--- config.mk ---
export PLATFORM = sky130hd
export DESIGN_NAME = popcount_sched
export DESIGN_NICKNAME = d
export VERILOG_FILES = /design/src/rtl/popcount_sched.sv
export SDC_FILE = /design/constraint.sdc
export NUM_CORES = 1
export LEC_CHECK = 0
export ABC_AREA = 0
export BUFFER_PORTS_ARGS = -buffer_cell sky130_fd_sc_hd__buf_2
export CAP_MARGIN = 20
export CORE_AREA = 3 3 209 211
export CTS_BUF_LIST = sky130_fd_sc_hd__clkbuf_16
export DETAILED_ROUTE_END_ITERATION = 8
export DIE_AREA = 0 0 212 214
export GPL_ROUTABILITY_DRIVEN = 0
export SYNTH_ARGS = -nofsm -noshare
export SYNTH_HDL_FRONTEND = slang
export SYNTH_SLANG_ARGS = --single-unit
export TNS_END_PERCENT = 10
--- constraint.sdc ---
create_clock -name clk -period 9.5 [get_ports clk]
set_clock_uncertainty 0.15 [all_clocks]
set_input_delay 1.9 -clock clk [delete_from_list [all_inputs] [get_ports clk]]
set_output_delay 1.9 -clock clk [all_outputs]
set_load 0.02 [all_outputs]
--- src/rtl/popcount_sched.sv ---
// rtl/popcount_sched.sv - round-robin scheduler sharing one popcount adder across multi-beat jobs
// Locks the adder to one requester per job and returns the accumulated total over a valid/ready port.

module popadd125 #(
  parameter int W  = 125,
  parameter int CW = $clog2(W)
) (
  input  logic [W-1:0]  bits,
  output logic [CW-1:0] cnt
);

  always_comb begin
    cnt = '0;
    for (int i = 0; i < W; i++) begin
      cnt = cnt + {{(CW-1){1'b0}}, bits[i]};
    end
  end

endmodule

module popcount_sched #(
  parameter int LEN      = 125,
  parameter int NREQ     = 4,
  parameter int MAXBEATS = 16,
  parameter int CW       = $clog2(LEN),
  parameter int IW       = $clog2(NREQ),
  parameter int BW       = $clog2(MAXBEATS + 1),
  parameter int AW       = $clog2(LEN * MAXBEATS + 1)
) (
  input  logic                 clk,
  input  logic                 rst_n,
  input  logic [NREQ-1:0]      req_valid,
  input  logic [NREQ-1:0]      req_last,
  input  logic [NREQ*LEN-1:0]  req_bits,
  output logic [NREQ-1:0]      req_ready,
  output logic                 res_valid,
  input  logic                 res_ready,
  output logic [IW-1:0]        res_id,
  output logic [AW-1:0]        res_sum,
  output logic [BW-1:0]        res_beats,
  output logic                 res_trunc
);

  typedef enum logic [1:0] {S_IDLE, S_BUSY, S_DRAIN, S_DONE} state_t;

  state_t          state_q, state_d;
  logic [IW-1:0]   ptr_q, ptr_d;
  logic [IW-1:0]   grant_q, grant_d;
  logic [AW-1:0]   acc_q, acc_d;
  logic [BW-1:0]   beats_q, beats_d;
  logic            trunc_q, trunc_d;
  logic            stg_v_q, stg_v_d;
  logic [LEN-1:0]  stg_bits_q, stg_bits_d;
  logic [NREQ-1:0] ready_q, ready_d;
  logic            res_valid_q, res_valid_d;

  logic [CW-1:0]   cnt;
  logic [LEN-1:0]  grant_bits;
  logic            grant_valid;
  logic            grant_last;
  logic            accept;
  logic            found;
  logic [IW-1:0]   pick;
  logic [IW-1:0]   rr_idx;

  popadd125 #(.W(LEN), .CW(CW)) u_popadd (
    .bits (stg_bits_q),
    .cnt  (cnt)
  );

  always_comb begin
    grant_bits  = req_bits[int'(grant_q)*LEN +: LEN];
    grant_valid = req_valid[grant_q];
    grant_last  = req_last[grant_q];
    accept      = grant_valid & ready_q[grant_q];
  end

  // First valid requester at or after ptr, searching upward with wrap.
  always_comb begin
    found  = 1'b0;
    pick   = '0;
    rr_idx = '0;
    for (int i = 0; i < NREQ; i++) begin
      rr_idx = IW'((int'(ptr_q) + i) % NREQ);
      if (!found && req_valid[rr_idx]) begin
        found = 1'b1;
        pick  = rr_idx;
      end
    end
  end

  always_comb begin
    state_d    = state_q;
    ptr_d      = ptr_q;
    grant_d    = grant_q;
    beats_d    = beats_q;
    trunc_d    = trunc_q;
    stg_v_d    = 1'b0;
    stg_bits_d = stg_bits_q;
    acc_d      = stg_v_q ? (acc_q + {{(AW-CW){1'b0}}, cnt}) : acc_q;

    case (state_q)
      S_IDLE: begin
        if (found) begin
          grant_d = pick;
          acc_d   = '0;
          beats_d = '0;
          trunc_d = 1'b0;
          state_d = S_BUSY;
        end
      end
      S_BUSY: begin
        if (accept) begin
          stg_v_d    = 1'b1;
          stg_bits_d = grant_bits;
          beats_d    = beats_q + BW'(1);
          if (grant_last) begin
            state_d = S_DRAIN;
          end else if (beats_d == BW'(MAXBEATS)) begin
            state_d = S_DRAIN;
            trunc_d = 1'b1;
          end
        end
      end
      S_DRAIN: begin
        state_d = S_DONE;
      end
      S_DONE: begin
        if (res_valid_q && res_ready) begin
          ptr_d   = (grant_q == IW'(NREQ - 1)) ? '0 : grant_q + IW'(1);
          state_d = S_IDLE;
        end
      end
      default: begin
        state_d = S_IDLE;
      end
    endcase

    // Handshake outputs are registered from the next state so they line up with it.
    ready_d     = (state_d == S_BUSY) ? (NREQ'(1) << grant_d) : '0;
    res_valid_d = (state_d == S_DONE);
  end

  always_ff @(posedge clk) begin
    if (!rst_n) begin
      state_q     <= S_IDLE;
      ptr_q       <= '0;
      grant_q     <= '0;
      acc_q       <= '0;
      beats_q     <= '0;
      trunc_q     <= 1'b0;
      stg_v_q     <= 1'b0;
      stg_bits_q  <= '0;
      ready_q     <= '0;
      res_valid_q <= 1'b0;
    end else begin
      state_q     <= state_d;
      ptr_q       <= ptr_d;
      grant_q     <= grant_d;
      acc_q       <= acc_d;
      beats_q     <= beats_d;
      trunc_q     <= trunc_d;
      stg_v_q     <= stg_v_d;
      stg_bits_q  <= stg_bits_d;
      ready_q     <= ready_d;
      res_valid_q <= res_valid_d;
    end
  end

  assign req_ready = ready_q;
  assign res_valid = res_valid_q;
  assign res_id    = grant_q;
  assign res_sum   = acc_q;
  assign res_beats = beats_q;
  assign res_trunc = trunc_q;

endmodule
======== After elaboration in Yosys (flattened, before gate mapping) ========
Cells that the tools add are included.
operators by class
  bitwise operators ....................... 1
  shifts and indexed selects .............. 2
  equality and inequality tests ........... 11
  multipliers ............................. 1
  reductions and logical operators ........ 15
  magnitude comparators ................... 5
  $add $sub $neg .......................... 130
  multiplexer cells ....................... 43
operators with widths
  kind                                                                          number
  7-bit by 1-bit adder with 7-bit output                                        123
  500-bit by 10-bit indexed part select with 125-bit output                     1
  11-bit two-way mux                                                            3
  2-bit two-way mux                                                             12
  1-bit two-way mux                                                             16
  2-bit by 3-bit less-than comparator with 1-bit output, second input constant  5
  1-bit binary-select mux with 2-bit select                                     7
  11-bit by 7-bit adder with 11-bit output                                      1
  5-bit two-way mux                                                             2
  5-bit one-hot mux with 2 select lines                                         1
  2-bit by 7-bit multiplier with 9-bit output, second input constant            1
  2-bit equality test, second input constant                                    4
  2-bit != test, second input constant                                          4
  2-bit one-hot mux with 4 select lines                                         1
  2-bit AND reduction                                                           4
  5-bit by 1-bit adder with 5-bit output, second input constant                 1
  5-bit equality test, second input constant                                    1
  5-bit AND reduction                                                           1
  2-bit by 1-bit adder with 2-bit output, second input constant                 2
  2-bit adder, second input constant                                            2
  2-bit by 1-bit equality test with 1-bit output, second input constant         2
  1-bit logical AND                                                             4
  1-bit by 2-bit << shifter with 4-bit output, first input constant             1
  1-bit logical NOT                                                             3
  6 further kinds                                                               6
word-level totals
  output and inout port bits .............. 24
  register bits after elaboration ......... 154
  logic and storage cells ................. 218
  bits of input ports ..................... 511

======== Longest topological paths before layout ========
Gate-level depths: netlist (run 1).
  depth in word-level cells ............... 128
  mapped depth ............................ 29
  mapped depth without buffers ............ 29

======== Cells and area by module ========
Synthesis (run 1) repeated with hierarchy kept, for this count alone.
second synthesis, totals
  cells, all modules ...................... 1224
  area, all modules ....................... 12210.5 µm²
by module, submodules not included
  module          cells an instance  instances  sequential area each (µm²)  area each (µm²)
  popcount_sched  888                1          3083.0                      8859.7
  popadd125       336                1          0.0                         3350.7

======== Least setup slack after synthesis (run 1) ========
No wires, ideal clock.
  path type ............................... register -> register
  start point ............................. register stg_bits_q[36]
  end point ............................... register acc_q[6] (netlist: res_sum[6])
  data required time ...................... 9290 ps
  clock period less this slack ............ 7417 ps
  data arrival time ....................... 7206 ps
  buffers on the path ..................... 0
  library setup time ...................... 60 ps
  stages on the path, launching flop included .. 29
  path slack .............................. 2083 ps
  path through ............................ dfxtp_1 inv_1 fa_1 inv_1 fa_1 inv_1 fa_1 inv_1 fa_1 inv_1 fa_1 fa_1 fa_1 fa_1 fa_1 inv_1 ha_1 inv_1 fa_1 nor2b_1 o21ai_0 a21boi_0 nor2_1 ha_1 o21a_1 o31a_1 o21ai_0 a2111oi_0 a311o_1
between the ends
  word-level cells in the longest chain between the ends .. 93
RTL lines
  what                                                    line  text
  start: declaration                                      53    logic [LEN-1:0] stg_bits_q, stg_bits_d;
  start signal: assignment                                164   stg_bits_q <= stg_bits_d;
  7-bit by 1-bit adder with 7-bit output * (89 in a row)  15    cnt = cnt + {{(CW-1){1'b0}}, bits[i]};
  11-bit by 7-bit adder with 11-bit output *              100   acc_d = stg_v_q ? (acc_q + {{(AW-CW){1'b0}}, cnt}) : acc_q;
  11-bit two-way mux *                                    100
  11-bit two-way mux                                      104   if (found) begin
  11-bit two-way mux *                                    102   case (state_q)
  end signal: assignment                                  149   acc_q <= '0;
  end signal: assignment                                  160   acc_q <= acc_d;
  end: declaration                                        49    logic [AW-1:0] acc_q, acc_d;
Mark *: on every way between the ends. The rest lies on a longest branch, timed or not.
A chain may end at the register's enable or synchronous reset.

======== Worst setup path in the final report (run 1) ========
  start point ............................. register stg_bits_q[78]
  end point ............................... register acc_q[6] (netlist: res_sum[6])
between the ends
  word-level cells in the longest chain between the ends .. 51
RTL lines
  what                                                    line
  7-bit by 1-bit adder with 7-bit output * (47 in a row)  15
  11-bit by 7-bit adder with 11-bit output *              100
  11-bit two-way mux *                                    100
  11-bit two-way mux                                      104
  11-bit two-way mux *                                    102
Marks and branches as above.

==> results of run 1 <==
metal layers:
metal	wire length (µm)	GRT usage, %	part of all wire [%]	up-vias
li1	-	-	-	5113
met1	17200	22.3	41	5281
met2	22500	34.0	53	351
met3	1940	2.78	4.6	33
met4	662	4.84	1.6	2
met5	13	0	0.031	-
worst register-to-register path: cells and delay by family (launching register included):
kind	cells	cell delay (ns)
compound gates	7	1.43
fa+ha+maj	11	5.43
buf+inv	5	0.30
flops	1	0.34
simple gates	2	0.22
state kept, by name (all words and copies together), names as in the netlist:
name        count
res_sum        11
res_valid       1
ptr_q           2
stg_bits_q    125
res_beats       5
req_ready       4
res_id          2
stg_v_q         1
res_trunc       1
state_q         2
cells in the mapped netlist, types with 6 or more instances:
library cell and instances:
a21oi_1 138, and2_1 7, buf_2 40, buf_4 6
clkbuf_1 26, dfxtp_1 154, fa_1 114, ha_1 30
inv_1 192, mux4_2 128, nand2_1 264, nand3_1 8
nor2_1 21, nor3_1 6, o21ai_0 11
through the flow:
step,utilization (%),worst slack (ns),std cells,instance area (µm²)
4_1_cts,37.9,1.53,2268,15900
2_1_floorplan,-,2.08,1229,12300
6_report,38.0,1.59,2273,15900
3_3_place_gp,36.6,1.69,2236,15300
3_5_place_dp,36.6,1.55,2236,15300
5_1_grt,38.0,1.07,2273,15900
path summary, 6_finish.rpt:
path,startpoint,end,cells past startpoint
worst max-delay path,stg_bits_q[78],res_sum[6],25
worst max register to register,stg_bits_q[78],res_sum[6],25
worst min register to register,stg_bits_q[48],stg_bits_q[48],2
worst min-delay path,stg_bits_q[48],stg_bits_q[48],2
area by class of cell:
cell class                      instances  area, µm²
Clock inverter                         15        151
Inverter                              193        727
Fill cell                            4331      26000
Multi-Input combinational cell        807       8110
Sequential cell                       154       3090
Clock buffer                           17        425
Antenna cell                            5       12.5
Timing Repair Buffer                  543       2740
Tap cell                              539        674
power groups by stage:
stage | logic (µW) | clock network [µW] | registers [µW]
2_1_floorplan | 511 | 0 | 691
3_3_place_gp | 752 | 0 | 701
3_5_place_dp | 762 | 0 | 702
4_1_cts | 768 | 704 | 687
5_1_grt | 850 | 729 | 690
6_report | 742 | 681 | 686
cells by family after synthesis:
family,synth area share (%)
and+or+nand+nor,11.5
buffers and inverters,8.80
AOI/OAI and AO/OA,8.29
DFF,25.2
adders and majority gates,21.7
muxes,24.0
xor gates and xnor gates,0.572
==> out/qor.csv, run 1 <==
metric,value,unit
crit_path_max_incr_delay,0.57,ns
die-area,0.0454,mm²
report.final.hold_viol_count,0,
cpLargestDelayFamily,adder cells,
end_kind,register,
slew_headroom,32.0,%
cts_hold_buf,0,
netlist_area,0.0123,mm²
drc,0,
postRouteAntennaNets,0,
critical_path_buf_inv_count,5,
synth_top_area_share,25.2,%
internal-power,1400,µW
holdCritPathClass,reg -> reg,
start_kind,register,
coreArea,0.0419,mm²
outcome,completed,
synth-seq-cells,154,
cts_buffers,17,
syn_avg_cell_area,9.97,µm²
worstSetupPathType,reg -> reg,
finalPower,2110,µW
crit_path_frequent_cell,fa_1,
cts_resized,0,
p_clk_share,32.3,%
ys.flop_type,dfxtp_1,
layout_common_cells,"534 x buf_2, 264 x nand2_1, 193 x inv_1, 152 x dfxtp_1, 138 x a21oi_1",
io_buffer_count,534,
setup_viol,0,
holdWs,0.306,ns
mostFrequentLayoutCell,buf_2,
slew_viol_final,0,
cp_data_required_time,9.73,ns
place_hpwl,35.4,mm
wire_per_inst,18.6,µm
post-route-period-util,83.2,%
grt_pass1_vias,11700,
synth_edf_count,0,
grt_pass1_wl,64.5,mm
syn2layout_area_growth,30.0,%
drive_above_1_share,41.1,%
reg2reg_slack,1.59,ns
fmax,0.126,GHz
post_cts_buffers,0,
cap_viol_max_count,0,
grt_setup_unrepaired,no,
htreeDepth,4,
p_sw,707,µW
ctsRootBufferMaster,clkbuf_16,
fin_nets,2371,
dr.pass1.iters,5,
worstMarginPinSlew,1.02,ns
grt_overflow,0,
ys.warnings.count,0,
synth_top_area_cell,dfxtp_1,
cts_tree,built,
vias_per_cell,4.74,
postSynth.asyncResetShare,0,%
clock-sinks,154,
seq_area_frac_synth,25.2,%
rows,75,
syn_inst,1229,
grt_max_degree,91,
ios,535,
power_frac_comb,35.2,%
initial_core_util,29.2,%
synthTopCellsByArea,"dfxtp_1 25%, mux4_2 24%, fa_1 19%",
fp.dieW,212,µm
cp_max_fo,4,
clkLatencyLatePin,0.43,ns
grt_use_total,18.4,%
die_h,214,µm
finalCriticalPeriod,7.91,ns
vdd_drop_max,0.0944,mV
power.leakage,0.00689,µW
seqPwrFrac,32.5,%
cts.path.max_buffers,2,
p_per_area,132,mW/mm²
fin_tns_setup,0,ns
via_count,10800,
syn-num-nets,1884,
wirelength,42.2,mm
antenna_found_initial,6,
arrival,8.13,ns
critPathSlowestCell,fa_1,
clk_pin_slew,0.08,ns
drt_iter0_drc,466,
swShare,33.5,%
yosysUniqueCellTypes,54,
No activity file was read; power rests on OpenSTA's default activity.
==> run 2, diff against run 1 <==
==> constraint.sdc (replaced) <==
create_clock -name clk -period 6.4 [get_ports clk]
set_clock_uncertainty 0.15 [all_clocks]
set_input_delay 1.28 -clock clk [delete_from_list [all_inputs] [get_ports clk]]
set_output_delay 1.28 -clock clk [all_outputs]
set_load 0.02 [all_outputs]
==> run 2 against run 1 <==
  * The flow now finishes with violations (negative setup slack)
  * Sequential share of layout area fell by 0.33 points
  * Register-to-register slack worse by 2.7 ns
  * Critical endpoint is now res_sum[8]
  * Non-clock buffer count increased by 20
  * Cell area rose by 1.8%
  * Critical path depth grew 1
  * Largest cell class unchanged
  * Sequential power increased by 49%
  * Hold slack worse by 0.0024 ns
  * Die area unchanged
  * Sequential cell count stayed put
==> out/qor.csv, run 2 (synthesis results as in run 1) <==
metric,value,unit,change
place_hpwl,35.2,mm,-0.56%
slew_headroom,32.6,%,+0.55 points
ios,535,,unchanged
p_sw,1100,µW,+56%
io_buffer_count,534,,unchanged
dr.pass1.iters,5,,unchanged
fill_cells,4217,,-2.6%
crit_path_frequent_cell,fa_1,,
initial_core_util,29.2,%,unchanged
end_kind,register,,
cp_data_required_time,6.58,ns,-3.15 ns
report.final.hold_viol_count,0,,unchanged
violations,negative setup slack,,
postRouteAntennaNets,0,,unchanged
rows,75,,unchanged
drive_above_1_share,43.2,%,+2.1 points
seq_area,0.00309,mm²,about the same
cts_hold_buf,0,,unchanged
drt_iter0_drc,506,,+8.6%
cpLargestDelayFamily,adder cells,,
power.leakage,0.00698,µW,+1.3%
grt_use_total,18.6,%,+0.18 points
largest_reg_flops,125,,unchanged
clk_pin_slew,0.08,ns,about the same
finalPower,3260,µW,+54%
mostFrequentLayoutCell,buf_2,,
vias_per_cell,4.76,,+0.38%
swShare,33.9,%,+0.35 points
holdWs,0.304,ns,-0.00242 ns
finalCriticalPeriod,7.50,ns,-0.404 ns
layout_common_cells,"534 x buf_2, 264 x nand2_1, 192 x inv_1, 151 x dfxtp_1, 135 x a21oi_1",,
grt_max_degree,132,,+45%
internal-power,2150,µW,+54%
critical_path_buf_inv_count,6,,+1
r2r-end,res_sum[8],,
layout_setup_ws,-1.10,ns,-2.70 ns
hold_end,stg_bits_q[110],,
ctsRootBufferMaster,clkbuf_16,,
dpl_worst_slack,-1.19,ns,-2.75 ns
p_per_area,201,mW/mm²,+52%
coreArea,0.0419,mm²,unchanged
slew_viol_final,0,,unchanged
crit_path_start,stg_bits_q[84],,
cts_buffers,17,,unchanged
setup_viol,10,,+10
fmax,0.133,GHz,+5.4%
crit_path_max_incr_delay,0.56,ns,about the same
outcome,finished with violations,,
wire_per_inst,18.7,µm,+0.68%
fp.dieW,212,µm,unchanged
arrival,7.69,ns,-0.44 ns
fin_nets,2391,,+0.84%
cts_tree,built,,
die_h,214,µm,unchanged
cts.path.max_buffers,2,,unchanged
clock-sinks,154,,unchanged
worstHoldStart,stg_bits_q[110],,
r2r-start,stg_bits_q[84],,
grt_pass1_wl,64.9,mm,+0.63%
worstMarginPinSlew,1.01,ns,-0.0106 ns
cap_viol_max_count,0,,unchanged
r2r_cells,26,,+4.0%
drc,0,,unchanged
grt_pass1_vias,11600,,-0.50%
worstSetupPathType,reg -> reg,,
htreeDepth,4,,unchanged
die-area,0.0454,mm²,unchanged
cp_max_fo,2,,-2
holdCritPathClass,reg -> reg,,
antenna_found_initial,4,,-2
multi_input_area,0.00824,mm²,+1.6%
power_frac_comb,37.9,%,+2.7 points
critPathSlowestCell,fa_2,,
seqPwrFrac,31.3,%,-1.2 points
grt_setup_unrepaired,yes,,
vdd_drop_max,0.169,mV,+79%
grt_overflow,0,,unchanged
largest_register,stg_bits_q,,
reg2reg_slack,-1.10,ns,-2.70 ns
p_clk_share,30.7,%,-1.6 points
start_kind,register,,
holdPathStages,2,,unchanged
wirelength,42.9,mm,+1.5%
clkLatencyLatePin,0.44,ns,about the same
path_depth,26,,+4.0%
post-route-period-util,117,%,+34 points
syn2layout_area_growth,32.3,%,
via_count,10900,,+1.2%
[run 2: cell types whose count changed in the layout (fill, tap and decap cells not counted), sizes merged]
| cell | change |
|---|---|
| clkinv | +2 |
| clkinvlp | +1 |
| diode | -2 |
| inv | -3 |
| buf | +20 |
[run 2: layout make-up]
class | count | area share [%]
antenna | 3 | 0.0463
clock buffer | 17 | 2.62
timing repair buffer | 563 | 18.0
clock inverter | 15 | 0.849
multi-input combinational | 807 | 50.8
sequential | 154 | 19.1
tap | 539 | 4.16
inverter | 193 | 4.48
[run 2: worst max path at each step]
stage,end,slack [ns]
after floorplan,res_sum[6],-0.80
final,res_sum[8],-1.10
after global placement,res_sum[10],-1.04
after detailed placement,res_sum[6],-1.19
after CTS,res_sum[6],-1.13
after global routing,res_sum[8],-1.44
[run 2: power groups by stage]
stage	Clock, µW	Combinational (µW)	Sequential, µW
6_report	1000	1240	1020
4_1_cts	1030	1240	1020
5_1_grt	1070	1380	1030
3_3_place_gp	0	1170	1040
2_1_floorplan	0	775	1030
3_5_place_dp	0	1190	1040
[run 2: metal layers]
metal  track usage [%]  part of all wire [%]  up-vias
met3              2.40                   4.3       42
met2              33.6                    52      355
met5                 0                 0.030        -
li1                  -                     -     5164
met4              5.20                   2.1        2
met1              23.2                    42     5344
[run 2: metrics by stage]
| stage | setup TNS (ns) | std cells | area [µm²] | util [%] |
|---|---|---|---|---|
| floorplan | -5.55 | 1229 | 12300 | - |
| global placement | -8.20 | 2254 | 15600 | 37.1 |
| detailed placement | -9.46 | 2254 | 15600 | 37.1 |
| CTS | -9.02 | 2286 | 16200 | 38.6 |
| global route | -11.73 | 2291 | 16200 | 38.7 |
| finish | -8.66 | 2291 | 16200 | 38.7 |
[run 2: what timing repair did]
action                                  in CTS  in global routing
gates cloned                                 0                  0
pin swaps                                    5                  5
gates resized for setup                     11                  6
endpoints found under the setup margin      10                 10
buffers inserted                             0                  2
[run 2: worst reg2reg max path, delay by kind of cell, from the launching register on]
kind                     cells  cell delay, ns
flip-flops                   1            0.33
XOR/XNOR                     2            0.26
buffers and inverters        6            0.30
AO/OA/AOI/OAI                5            0.83
adder cells (fa/ha/maj)     11            5.09
AND/OR/NAND/NOR              2            0.45
